--- config.mk ---
export PLATFORM = sky130hd
export DESIGN_NAME = serial_operand_adder
export DESIGN_NICKNAME = d
export VERILOG_FILES = /design/src/rtl/serial_operand_adder.sv
export SDC_FILE = /design/constraint.sdc
export NUM_CORES = 1
export LEC_CHECK = 0
export ABC_AREA = 1
export CELL_PAD_IN_SITES_DETAIL_PLACEMENT = 0
export CELL_PAD_IN_SITES_GLOBAL_PLACEMENT = 1
export CORE_MARGIN = 2
export CORE_UTILIZATION = 25
export CTS_CLUSTER_SIZE = 24
export DETAILED_ROUTE_END_ITERATION = 16
export PLACE_DENSITY_LB_ADDON = 0.08
export SYNTH_ARGS = -nofsm -noshare
export SYNTH_HDL_FRONTEND = slang
export SYNTH_SLANG_ARGS = --single-unit
--- constraint.sdc ---
create_clock -name clk -period 1.7 [get_ports clk]
set_input_delay 0.17 -clock clk [delete_from_list [all_inputs] [get_ports clk]]
set_output_delay 0.17 -clock clk [all_outputs]
set_load 0.03 [all_outputs]
--- src/rtl/serial_operand_adder.sv ---
`default_nettype none
// ============================================================================
// Module   : serial_operand_adder (with helper module adder)
// Purpose  : Byte-serial multi-word adder. Operand pairs arrive as byte beats,
//            least-significant byte first. The carry is chained between beats
//            in a register, so adds of any length reuse one 8-bit prefix adder.
//            One registered sum byte is produced per accepted beat.
// Ports    : clk, rst                     - clock, synchronous active-high reset
//            in_valid/in_ready            - input beat handshake
//            in_a, in_b, in_cin           - operand bytes, carry-in (first beat)
//            in_first, in_last            - framing of the operation
//            out_valid/out_ready          - result beat handshake
//            out_sum, out_last            - sum byte and final-beat marker
//            out_cout, out_ovf            - final carry / signed overflow
//            out_len                      - beats so far, saturating
//            err_proto                    - one-cycle framing-error pulse
// Revision : 1.0 - initial release
// ============================================================================

// ----------------------------------------------------------------------------
// adder : 8-bit Kogge-Stone prefix adder with carry-in.
// ----------------------------------------------------------------------------
module adder (
    input  logic [7:0] a,
    input  logic [7:0] b,
    input  logic       cin,
    output logic [7:0] sum,
    output logic       cout
);

    logic [7:0] w_p0;
    logic [7:0] w_g;
    logic [7:0] w_p;
    logic [7:0] w_g_nxt;
    logic [7:0] w_p_nxt;
    logic [8:0] w_c;

    always_comb begin
        w_p0    = a ^ b;
        w_g     = a & b;
        w_p     = w_p0;
        w_g_nxt = w_g;
        w_p_nxt = w_p;
        // Three prefix levels with spans 1, 2, 4 combine (G,P) over [i:0].
        for (int lvl = 0; lvl < 3; lvl++) begin
            w_g_nxt = w_g;
            w_p_nxt = w_p;
            for (int i = 0; i < 8; i++) begin
                if (i >= (1 << lvl)) begin
                    w_g_nxt[i] = w_g[i] | (w_p[i] & w_g[i - (1 << lvl)]);
                    w_p_nxt[i] = w_p[i] & w_p[i - (1 << lvl)];
                end
            end
            w_g = w_g_nxt;
            w_p = w_p_nxt;
        end
        // Carry-in enters as a generate below bit 0 of every group.
        w_c[0] = cin;
        for (int i = 0; i < 8; i++) begin
            w_c[i + 1] = w_g[i] | (w_p[i] & cin);
        end
        sum  = w_p0 ^ w_c[7:0];
        cout = w_c[8];
    end

endmodule

// ----------------------------------------------------------------------------
// serial_operand_adder : framing FSM, carry chain and output register.
// ----------------------------------------------------------------------------
module serial_operand_adder #(
    parameter int CNT_W      = 8,
    parameter bit SIGNED_OVF = 1'b1
) (
    input  logic             clk,
    input  logic             rst,
    input  logic             in_valid,
    output logic             in_ready,
    input  logic [7:0]       in_a,
    input  logic [7:0]       in_b,
    input  logic             in_cin,
    input  logic             in_first,
    input  logic             in_last,
    output logic             out_valid,
    input  logic             out_ready,
    output logic [7:0]       out_sum,
    output logic             out_last,
    output logic             out_cout,
    output logic             out_ovf,
    output logic [CNT_W-1:0] out_len,
    output logic             err_proto
);

    typedef enum logic [0:0] {
        ST_IDLE = 1'b0,
        ST_BUSY = 1'b1
    } state_t;

    localparam logic [CNT_W-1:0] c_cnt_one = CNT_W'(1);
    localparam logic [CNT_W-1:0] c_cnt_max = {CNT_W{1'b1}};

    state_t           r_state;
    logic             r_carry;
    logic [CNT_W-1:0] r_count;

    logic             w_accept;
    logic             w_cin;
    logic [7:0]       w_sum;
    logic             w_cout;
    logic             w_ovf;
    logic [CNT_W-1:0] w_count_inc;

    // Single output register: a new beat may enter whenever the register is
    // empty or being drained on this same edge.
    assign in_ready = !rst && (!out_valid || out_ready);
    assign w_accept = in_valid && in_ready;

    // A first beat always starts from the external carry-in, even when it
    // interrupts an open operation.
    assign w_cin = in_first ? in_cin : r_carry;

    assign w_count_inc = (r_count == c_cnt_max) ? r_count : r_count + c_cnt_one;

    adder u_adder (
        .a    (in_a),
        .b    (in_b),
        .cin  (w_cin),
        .sum  (w_sum),
        .cout (w_cout)
    );

    generate
        if (SIGNED_OVF) begin : g_ovf_on
            assign w_ovf = (in_a[7] == in_b[7]) && (w_sum[7] != in_a[7]);
        end else begin : g_ovf_off
            assign w_ovf = 1'b0;
        end
    endgenerate

    always_ff @(posedge clk) begin
        if (rst) begin
            r_state   <= ST_IDLE;
            r_carry   <= 1'b0;
            r_count   <= '0;
            out_valid <= 1'b0;
            out_sum   <= 8'h00;
            out_last  <= 1'b0;
            out_cout  <= 1'b0;
            out_ovf   <= 1'b0;
            out_len   <= '0;
            err_proto <= 1'b0;
        end else begin
            err_proto <= 1'b0;
            if (w_accept) begin
                if (in_first) begin
                    // A first beat inside an open operation abandons it.
                    err_proto <= (r_state == ST_BUSY);
                    out_valid <= 1'b1;
                    out_sum   <= w_sum;
                    out_len   <= c_cnt_one;
                    if (in_last) begin
                        out_last <= 1'b1;
                        out_cout <= w_cout;
                        out_ovf  <= w_ovf;
                        r_carry  <= 1'b0;
                        r_count  <= '0;
                        r_state  <= ST_IDLE;
                    end else begin
                        out_last <= 1'b0;
                        out_cout <= 1'b0;
                        out_ovf  <= 1'b0;
                        r_carry  <= w_cout;
                        r_count  <= c_cnt_one;
                        r_state  <= ST_BUSY;
                    end
                end else if (r_state == ST_BUSY) begin
                    out_valid <= 1'b1;
                    out_sum   <= w_sum;
                    out_len   <= w_count_inc;
                    if (in_last) begin
                        out_last <= 1'b1;
                        out_cout <= w_cout;
                        out_ovf  <= w_ovf;
                        r_carry  <= 1'b0;
                        r_count  <= '0;
                        r_state  <= ST_IDLE;
                    end else begin
                        out_last <= 1'b0;
                        out_cout <= 1'b0;
                        out_ovf  <= 1'b0;
                        r_carry  <= w_cout;
                        r_count  <= w_count_inc;
                    end
                end else begin
                    // Orphan continuation beat: swallow it and flag it.
                    err_proto <= 1'b1;
                    out_valid <= 1'b0;
                end
            end else if (out_ready) begin
                out_valid <= 1'b0;
            end
        end
    end

endmodule

`default_nettype wire

Word-level counts from Yosys, hierarchy flattened:

Cells that the tools add are included.

* register bits: 31
* input port bits: 23
* output and inout bits: 22

* $add $sub $neg: 1
* equal/unequal tests: 3
* multiplexer cells: 31
* bitwise operators: 71
* reductions and logical operators: 10

Operator list (number)
* $mux W8: 8
* $and A1 B1 Y1: 42
* $or A1 B1 Y1: 25
* $mux W1: 23
* $xor A8 B8 Y8: 2
* $add A8 B1 Y8 const B: 1
* $and A8 B8 Y8: 1
* $eq A8 B8 Y1 const B: 1
* $reduce_bool A2 Y1: 2
* $logic_and A1 B1 Y1: 3
* $logic_not A1 Y1: 2
* $reduce_and A2 Y1: 1
* $reduce_or A2 Y1: 1
* $eq A1 B1 Y1: 1
* $logic_or A1 B1 Y1: 1
* $ne A1 B1 Y1: 1
* $not A1 Y1: 1

Longest topological paths before layout:

* word-level depth: 13
* gate-level depth with buffers: 9
* mapped depth without buffers: 9

Hierarchy:

Synthesis repeated with hierarchy kept, for this count alone.

* cell total of the unflattened synthesis: 278
* area total of the unflattened synthesis: 1848.0 sq um

By module, submodules not included
* serial_operand_adder: instances 1, cells each 195, area each 1406.3 sq um, sequential area each 620.6 sq um
* adder: instances 1, cells each 83, area each 441.7 sq um, sequential area each 0.0 sq um

Worst setup path before layout:

OpenSTA, ideal clock, no wires.

* path type: flip-flop to flip-flop
* start point: register out_valid
* end point: register out_sum[7]
* arrival: 1.402 ns
* required time: 1.591 ns
* setup slack: 0.189 ns
* cell stages (with the launch flop): 8
* path buffers: 1
* period minus slack after synthesis: 1.511 ns
* cells stage by stage: dfxtp_1 -> a21oi_4 -> nand3_4 -> inv_2 -> buf_4 -> nand3_1 -> nand2_1 -> inv_1

* word-level cells in the longest chain between the ends: 5

Ends and longest elaborated chain
* from (decl): line 84 `output logic out_valid,`
* from (signal assigned): line 145 `out_valid <= 1'b0;`
* from (signal assigned): line 158 `out_valid <= 1'b1;`
* from (signal assigned): line 177 `out_valid <= 1'b1;`
* $logic_not A1 Y1: line 115 `assign in_ready = !rst && (!out_valid || out_ready);`
* $logic_or A1 B1 Y1: line 115
* $logic_and A1 B1 Y1: line 115
* named net in_ready: line 78 `output logic in_ready,`
* $logic_and A1 B1 Y1: line 116 `assign w_accept = in_valid && in_ready;`
* $reduce_and A2 Y1 (no source line)
* to (signal assigned): line 159 `out_sum <= w_sum;`
* to (signal assigned): line 178 `out_sum <= w_sum;`
* to (decl): line 86 `output logic [7:0] out_sum,`

The timed path passes the listed nets, and every way through them passes these cells.
A chain may end at the register's enable or synchronous reset.

Worst setup path in the final report:

* start point: register out_valid
* end point: output out_valid

No word-level cell between the ends.

==> results.py <==
metrics = {
    "sta": {
        "slew_violations": 0,
        "slew_headroom_pct": 71.6,
        "rsz0062_at_grt": "false",
        "tns_ns": 0,
        "tightest_slew_ns": 0.425,
        "timing.final.ws_setup_ns": 0.138,
        "finalHoldViolCount": 0,
        "setup_viol": 0,
        "min_period_ns": 1.56,
        "fin_skew_ns": 0.00625,
        "period_share_pct": 91.9,
        "fmax_mhz": 640,
    },
    "global_routing": {
        "grt_max_degree": 21,
        "track_usage_pct": 12.7,
        "overflow": 0,
        "grt_pass1_vias": 1842,
        "grt_pass1_wl_um": 8430,
        "antenna_found_initial": 0,
    },
    "routing": {
        "ant_nets": 0,
        "drt_wl_total_um": 5020,
        "first_iter_violations": 42,
        "num_vias": 1923,
        "viasPerCell": 4.34,
        "drc": 0,
        "drtPass1Iterations": 4,
        "wl_per_cell_um": 11.3,
    },
    "worst_setup_path": {
        "path_cells": "clkdlybuf4s50_1",
        "cp.arrival_ns": 1.39,
        "slowest_delay_ns": 0.70,
        "critPathTopFamily": "buffers and inverters",
        "r2r_end": "r_count[4]",
        "critPathKind": "flip-flop to primary output",
        "cp.required_ns": 1.53,
        "cp_max_fo": 3,
        "ff2ff_path_depth": 7,
        "timing.reg2reg.setup_slack_ns": 0.25,
        "crit_slowest_cell": "clkdlybuf4s50_1",
        "critical_path_buf_inv_count": 1,
        "cp-end-kind": "primary output",
        "critPathLaunchType": "flip-flop",
        "rr_startpoint": "r_count[0]",
    },
    "flow_run": {
        "maxCapViolations": 0,
    },
    "die": {
        "die_w_um": 90.2,
        "die_h_um": 90.2,
        "ios": 45,
        "die_area_mm2": 0.00814,
        "start_util_pct": 25.8,
        "core_area_mm2": 0.00721,
        "core.rowCount": 31,
    },
    "clock_network": {
        "cts_tree": "done",
        "cts_setup_buffers": 0,
        "clk_pin_slew_ns": 0.06,
        "cts_root_buf": "clkbuf_8",
        "hold_buffers": 0,
        "cts_buffers": 5,
        "h-tree-depth": 2,
        "cts.sinks": 31,
        "clk_latency_ns": 0.28,
        "clockBufferDepth": 2,
    },
    "worst_hold_path": {
        "hp-class": "flip-flop to flip-flop",
        "holdPathEnd": "out_ovf",
        "hp-start": "out_ovf",
        "hold_path_depth": 2,
    },
    "synth": {
        "avgSynthCellArea_um2": 6.81,
        "syn-num-nets": 307,
        "synth_cell_types": 31,
        "synth-seq-area-share_pct": 33.4,
        "synth_area_mm2": 0.00186,
        "synth_compound_area_share_pct": 14.3,
        "synthMuxAreaShare_pct": 0,
        "synthAdderAreaFrac_pct": 7.81,
        "synth_top_family_by_area": "simple AND/OR/NAND/NOR gates",
        "postSynthCellCount": 273,
        "synthXorXnorAreaFrac_pct": 0.943,
        "synth-simple-area-share_pct": 33.8,
        "ys.warnings.count": 0,
        "ys_ff_latch": 31,
    },
    "finish": {
        "final_cells": 443,
        "antenna_cells": 0,
        "drive_gt1_share_pct": 14.0,
        "area_delta_synth_final_pct": 45.1,
        "reg_top3": "out_len: 8 flops, out_sum: 8 flops, r_count: 8 flops",
        "fin_nets": 378,
    },
    "outcome": {
        "outcome": "completed",
    },
    "placement": {
        "dp_slack_ns": -0.170,
        "port_buffers": 44,
        "hpwl_um": 3960,
        "dp_cells": 436,
        "gp_congestion": 0.751,
    },
    "power_and_ir_drop": {
        "p_leak_nw": 1.17,
        "ir_drop_mv": 0.407,
        "p_per_area_mw_per_mm2": 665,
    },
}
synthesized netlist by cell type, drive strengths merged:
library cell  number  area [um^2]
nand3             30          163
inv               37          139
clkinv             1         3.75
nand3b             1         7.51
xor2               2         17.5
ha                10          125
nand2b             1         6.26
clkbuf             5         18.8
or2                2         12.5
o21ai              7         35.0
a21oi             29          156
nand2             72          275
nor2              18         75.1
o21a               6         45.0
nor3               3         20.0
dfxtp             31          621
a21o               1         7.51
a21boi             1         7.51
o211ai             2         15.0
fa                 1         20.0
nand4             11         68.8
buf                2         18.8
power by group:
group	internal (mW)	switching (mW)
registers	0.748	0.0129
clock network	0.317	0.272
logic	0.211	0.232
layout by cell type (no fill, tap or decap), drive strengths merged:
master / instances
a21boi: 1
a21o: 1
a21oi: 29
buf: 28
clkbuf: 6
clkdlybuf4s50: 43
clkinv: 2
dfxtp: 31
fa: 1
ha: 10
inv: 37
nand2: 72
nand2b: 1
nand3: 30
nand3b: 1
nand4: 11
nor2: 18
nor3: 3
o211ai: 2
o21a: 6
o21ai: 7
or2: 2
xor2: 2
through the flow:
step | hold slack [ns] | power [mW] | utilization [%] | area, um^2
after floorplan | 0.316 | 1.01 | - | 1860
after global placement | 0.452 | 1.22 | 36.0 | 2600
after detailed placement | 0.453 | 1.22 | 36.0 | 2600
after CTS | 0.464 | 1.83 | 37.2 | 2690
after global routing | 0.486 | 1.91 | 37.4 | 2700
final | 0.461 | 1.79 | 37.4 | 2700
per-layer routing:
metal  up-vias  global-route usage (%)  wire, um
met1       845                    18.8      2760
met3         7                    3.02       187
met2        35                    18.0      2020
met4         0                    3.72        55
met5         -                       0         0
li1       1036                       -         -
worst register-to-register path, stage by stage, from the launching register on:
cell	delay (ns)
dfxtp_1	0.41
ha_1	0.24
nand3_1	0.13
inv_1	0.13
nand2_2	0.11
o21ai_1	0.15
nand3_1	0.09
a21oi_1	0.14
kinds of logic after synthesis:
group                      after synthesis
AOI/OAI and AO/OA                       46
xor gates and xnor gates                 2
DFF                                     31
buffers and inverters                   45
adders and majority gates               11
and+or+nand+nor                        138
how the worst max path moves through the flow:
stage                    from         end  cells past startpoint
floorplan           out_valid  out_sum[7]                      7
global placement      in_a[1]     r_carry                     10
detailed placement    in_a[1]     r_carry                     10
CTS                 out_valid   out_valid                      1
global route          in_a[2]     out_ovf                      9
finish              out_valid   out_valid                      1
timing repair:
action	in CTS	in global routing
setup endpoints to repair	0	4
gates resized for setup	0	3
endpoints found under the hold margin	0	0
cell type report:
class / instances / area, um^2
Sequential cell: 31 / 621
Multi-Input combinational cell: 197 / 1070
Clock buffer: 6 / 82.6
Tap cell: 99 / 124
Inverter: 38 / 143
Clock inverter: 1 / 5.00
Fill cell: 812 / 4520
Timing Repair Buffer: 71 / 653
Note: power is estimated with default switching activity, not from simulation.
